## config.mk

```make
export PLATFORM = sky130hd
export DESIGN_NAME = controle_sequenciador
export DESIGN_NICKNAME = d
export VERILOG_FILES = /design/src/rtl/controle_sequenciador.sv
export SDC_FILE = /design/constraint.sdc
export NUM_CORES = 1
export LEC_CHECK = 0
export CORE_ASPECT_RATIO = 1.5
export CORE_MARGIN = 2
export CORE_UTILIZATION = 30
export DETAILED_ROUTE_END_ITERATION = 12
export HOLD_SLACK_MARGIN = 0.06
export PLACE_DENSITY_LB_ADDON = 0.2
export SYNTH_ARGS = -nofsm -noshare
export SYNTH_HDL_FRONTEND = slang
export SYNTH_SLANG_ARGS = --single-unit
```

## constraint.sdc

```tcl
create_clock -name clk -period 1.45 [get_ports clk]
set_clock_uncertainty 0.15 [all_clocks]
set_input_delay 0.145 -clock clk [delete_from_list [all_inputs] [get_ports clk]]
set_output_delay 0.145 -clock clk [all_outputs]
set_load 0.1 [all_outputs]
```

## src/rtl/controle_sequenciador.sv

```systemverilog
// Phase sequencer for the 4-bit A/B datapath: load A, load B, operate, display.
// Optional macro RECALC_ON_FUNCAO_EN: a Funcao change while displaying re-runs the operation.
module controle_sequenciador #(
  parameter int HOLD_CYCLES = 8,
  parameter int OP_TIMEOUT  = 16
) (
  input  logic       clk,
  input  logic       rst,
  input  logic       Funcao,
  input  logic       FimA,
  input  logic       FimB,
  input  logic       FimOp,
  output logic [2:0] habilita,
  output logic [1:0] estado,
  output logic       funcao_lat,
  output logic       exibe_en,
  output logic       erro
);

  localparam int MAXC = (HOLD_CYCLES > OP_TIMEOUT) ? HOLD_CYCLES : OP_TIMEOUT;
  localparam int CW   = ($clog2(MAXC) < 1) ? 1 : $clog2(MAXC);
  localparam logic [CW-1:0] HOLD_LOAD    = CW'(HOLD_CYCLES - 1);
  localparam logic [CW-1:0] TIMEOUT_LAST = CW'(OP_TIMEOUT - 1);
  localparam logic [CW-1:0] CNT_ONE      = CW'(1);

  typedef enum logic [1:0] {
    CARGA_A = 2'b00,
    CARGA_B = 2'b01,
    OPERA   = 2'b10,
    EXIBE   = 2'b11
  } state_t;

  state_t        state_q, state_d;
  logic [CW-1:0] cnt_q, cnt_d;
  logic          lat_q, lat_d;
  logic          erro_q, erro_d;
  logic [2:0]    hab_q, hab_d;
  logic          exibe_q, exibe_d;

  // One counter serves both phases: timeout count-up in OPERA, hold count-down in EXIBE.
  always_comb begin
    state_d = state_q;
    cnt_d   = cnt_q;
    lat_d   = lat_q;
    erro_d  = erro_q;
    case (state_q)
      CARGA_A: begin
        if (FimA) state_d = CARGA_B;
      end
      CARGA_B: begin
        if (FimB) begin
          state_d = OPERA;
          lat_d   = Funcao;
          cnt_d   = '0;
        end
      end
      OPERA: begin
        if (FimOp) begin
          state_d = EXIBE;
          cnt_d   = HOLD_LOAD;
          erro_d  = 1'b0;
        end else if (cnt_q == TIMEOUT_LAST) begin
          state_d = EXIBE;
          cnt_d   = HOLD_LOAD;
          erro_d  = 1'b1;
        end else begin
          cnt_d = cnt_q + CNT_ONE;
        end
      end
      EXIBE: begin
        if (cnt_q == '0) begin
          state_d = CARGA_A;
          cnt_d   = '0;
          erro_d  = 1'b0;
        end else begin
          cnt_d = cnt_q - CNT_ONE;
        end
`ifdef RECALC_ON_FUNCAO_EN
        // A new operation select overrides hold expiry and reuses the loaded operands.
        if (Funcao != lat_q) begin
          state_d = OPERA;
          lat_d   = Funcao;
          cnt_d   = '0;
          erro_d  = 1'b0;
        end
`endif
      end
      default: begin
        state_d = CARGA_A;
        cnt_d   = '0;
      end
    endcase
  end

  always_comb begin
    hab_d   = 3'b000;
    exibe_d = 1'b0;
    case (state_d)
      CARGA_A: hab_d = 3'b001;
      CARGA_B: hab_d = 3'b010;
      OPERA:   hab_d = 3'b100;
      EXIBE:   exibe_d = 1'b1;
      default: hab_d = 3'b001;
    endcase
  end

  // Outputs are registered from the next state so they switch on the same edge as estado.
  always_ff @(posedge clk or negedge rst) begin
    if (!rst) begin
      state_q <= CARGA_A;
      cnt_q   <= '0;
      lat_q   <= 1'b0;
      erro_q  <= 1'b0;
      hab_q   <= 3'b001;
      exibe_q <= 1'b0;
    end else begin
      state_q <= state_d;
      cnt_q   <= cnt_d;
      lat_q   <= lat_d;
      erro_q  <= erro_d;
      hab_q   <= hab_d;
      exibe_q <= exibe_d;
    end
  end

  assign estado     = state_q;
  assign habilita   = hab_q;
  assign funcao_lat = lat_q;
  assign exibe_en   = exibe_q;
  assign erro       = erro_q;

endmodule

```

==> out/qor.txt <==
placed cell area - 1060 µm²
vias per cell - 5.22
largest net degree at the start of global routing - 13
Mapped Cells - 71
Avg Cell Area, Syn - 9.80 µm²
hpwl dp - 1260 µm
CTS Buf Count - 3
hold crit path type - in -> reg
total congestion overflow - 0
residual DRC count - 0
gpl congestion - 0.755
TritonRoute pass-1 iters - 4
status - finished, violations left
clk sinks - 12
design area - 1140 µm²
Fin. Hold Viols - 0
Ant. Diodes - 0
RSZ-0062 raised after global routing - true
CTS tree - yes
die area - 2730 µm²
Max Freq - 635 MHz
wire per inst - 13.5 µm
total track usage - 14.3%
Setup WS post-layout - -0.124 ns
Worst-path clk slew - 0.09 ns
Worst Path Arrival - 1.60 ns
Slew HR - 72.4%
global-route wire length before repair - 2900 µm
startpoint types - flip-flop
Synth Register Bits - 12
warnings from Yosys - 0
die height - 63.0 µm
# nets final - 112
vias in the first global route - 639
fin crit period - 1.57 ns
CP Max Fanout - 4
antenna violations before repair - 0
row cnt - 21
IO Count - 14
setup violators final - 6
Cell Area, Synth - 696 µm²
clk_lat worst skew - 0.28 ns
Starting Density - 31.5%
via count - 653
Core Region - 2210 µm²
Post-Route WL - 1690 µm
critical path class - reg -> reg
Syn Nets - 80
htree depth - 1
crit share post-route - 109%
max cap viols - 0
failing checks - setup timing
initial drt markers - 20
Port Buffers - 13
Synth cell types - 34
share of layout cells above drive strength 1 - 48.0%
worst-margin pin slew - 0.415 ns
Final Util - 51.7%
sequential element share of the synthesized area - 43.3%
clock tree buffer depth - 2
Slew Viols, Final - 0
Area Overhead vs Synth - 64.0%
crit path capture type - flip-flop
most frequent cells in the layout - 14 x buf_4, 9 x dfrtp_1, 8 x buf_12
commonest non-fill, non-tap cell in the layout - buf_4
Clock Tree Root - clkbuf_4
Crit path required time - 1.47 ns
DIE WIDTH - 43.3 µm
ANT nets after route - 0
[area by class of cell]
cell class,instances,area (µm²)
timing repair buffer,30,342
tap,23,28.8
clock buffer,4,36.3
multi-input combinational,50,403
fill,216,1070
inverter,6,22.5
sequential,12,309
[flip-flops by register name, indices dropped and copies added, names as in the netlist]
register    count
funcao_lat      1
habilita        3
estado          2
cnt_q           4
exibe_en        1
erro            1
[repair_timing]
item                                   in CTS  in global routing
endpoints found under the hold margin       4                  0
pin swaps                                   8                  2
setup buffers                               1                  1
hold buffers                                1                  0
gates resized for setup                     6                  2
setup endpoints to repair                   8                 10
gates cloned                                0                  0
[kinds of logic (layout without fill, tap and decap cells)]
logic type / count (synthesis) / count (layout) / synth area share (%)
simple gates: 23 / 23 / 20.3
xor+xnor: 1 / 1 / 1.26
buf+inv: 9 / 40 / 6.11
mux: 2 / 2 / 3.06
fa+ha+maj: 3 / 3 / 5.40
flops: 12 / 12 / 43.3
compound gates: 21 / 21 / 20.5
[metal layers]
metal | wire [µm] | global-route usage [%]
met1 | 692 | 18.1
met2 | 866 | 22.0
met3 | 84 | 2.60
met4 | 46 | 8.71
met5 | 0 | 0
[worst paths after layout]
check                           slack [ns]                     end  depth (start not counted)                    from
max in group asynchronous             0.18   habilita[0]$_DFF_PN1_                          3                     rst
worst min register to register        0.43  funcao_lat$_DFFE_PN0P_                          1  funcao_lat$_DFFE_PN0P_
worst min-delay path                  0.32   habilita[0]$_DFF_PN1_                          2                    FimA
worst max-delay path                 -0.12    cnt_q[2]$_DFFE_PN0P_                          6    cnt_q[1]$_DFFE_PN0P_
min in group asynchronous             0.49      exibe_en$_DFF_PN0_                          2                     rst
worst max register to register       -0.12    cnt_q[2]$_DFFE_PN0P_                          6    cnt_q[1]$_DFFE_PN0P_
[synth_stat cells]
| library cell | count | area [µm²] |
|---|---|---|
| nor3_1 | 2 | 10.0 |
| o32a_1 | 1 | 10.0 |
| xnor2_1 | 1 | 8.76 |
| nor2b_2 | 1 | 8.76 |
| a21oi_1 | 6 | 30.0 |
| nand2_1 | 5 | 18.8 |
| nor2_1 | 4 | 15.0 |
| nand2b_1 | 2 | 12.5 |
| nand3b_1 | 1 | 7.51 |
| nor3_2 | 1 | 10.0 |
| buf_6 | 1 | 11.3 |
| nand3_1 | 2 | 10.0 |
| o211ai_1 | 1 | 7.51 |
| a31oi_1 | 2 | 12.5 |
| o21ai_0 | 3 | 15.0 |
| dfstp_2 | 1 | 26.3 |
| nor2b_1 | 1 | 6.26 |
| a31o_1 | 1 | 8.76 |
| inv_1 | 6 | 22.5 |
| o22a_1 | 1 | 8.76 |
| a221o_1 | 1 | 10.0 |
| o21ai_1 | 1 | 5.00 |
| ha_1 | 3 | 37.5 |
| o22ai_1 | 2 | 12.5 |
| o31ai_1 | 1 | 7.51 |
| mux2i_1 | 1 | 10.0 |
| nor2_2 | 2 | 12.5 |
| a221oi_2 | 1 | 15.0 |
| nor3b_4 | 1 | 18.8 |
| buf_2 | 1 | 5.00 |
| mux2_2 | 1 | 11.3 |
| dfrtp_1 | 11 | 275 |
| or3_4 | 1 | 11.3 |
| clkbuf_1 | 1 | 3.75 |
[critical path, cell delays in order, from the launching register on]
cell,delay (ns)
dfrtp_1,0.43
inv_2,0.11
ha_4,0.14
nand2b_1,0.09
a21oi_1,0.16
o22ai_1,0.08
a221o_1,0.30
[stage by stage]
stage	cells	worst slack [ns]	TNS, ns	hold WS [ns]
floorplan	71	-0.0678	-0.192	-0.301
global placement	118	-0.123	-0.361	0.247
finish	125	-0.124	-0.531	0.323
global route	125	-0.222	-1.20	0.334
CTS	124	-0.107	-0.426	0.312
detailed placement	118	-0.114	-0.435	0.249
Power is not shown: default switching activity piles up to over one toggle a cycle in this logic, so the estimate is an artifact.
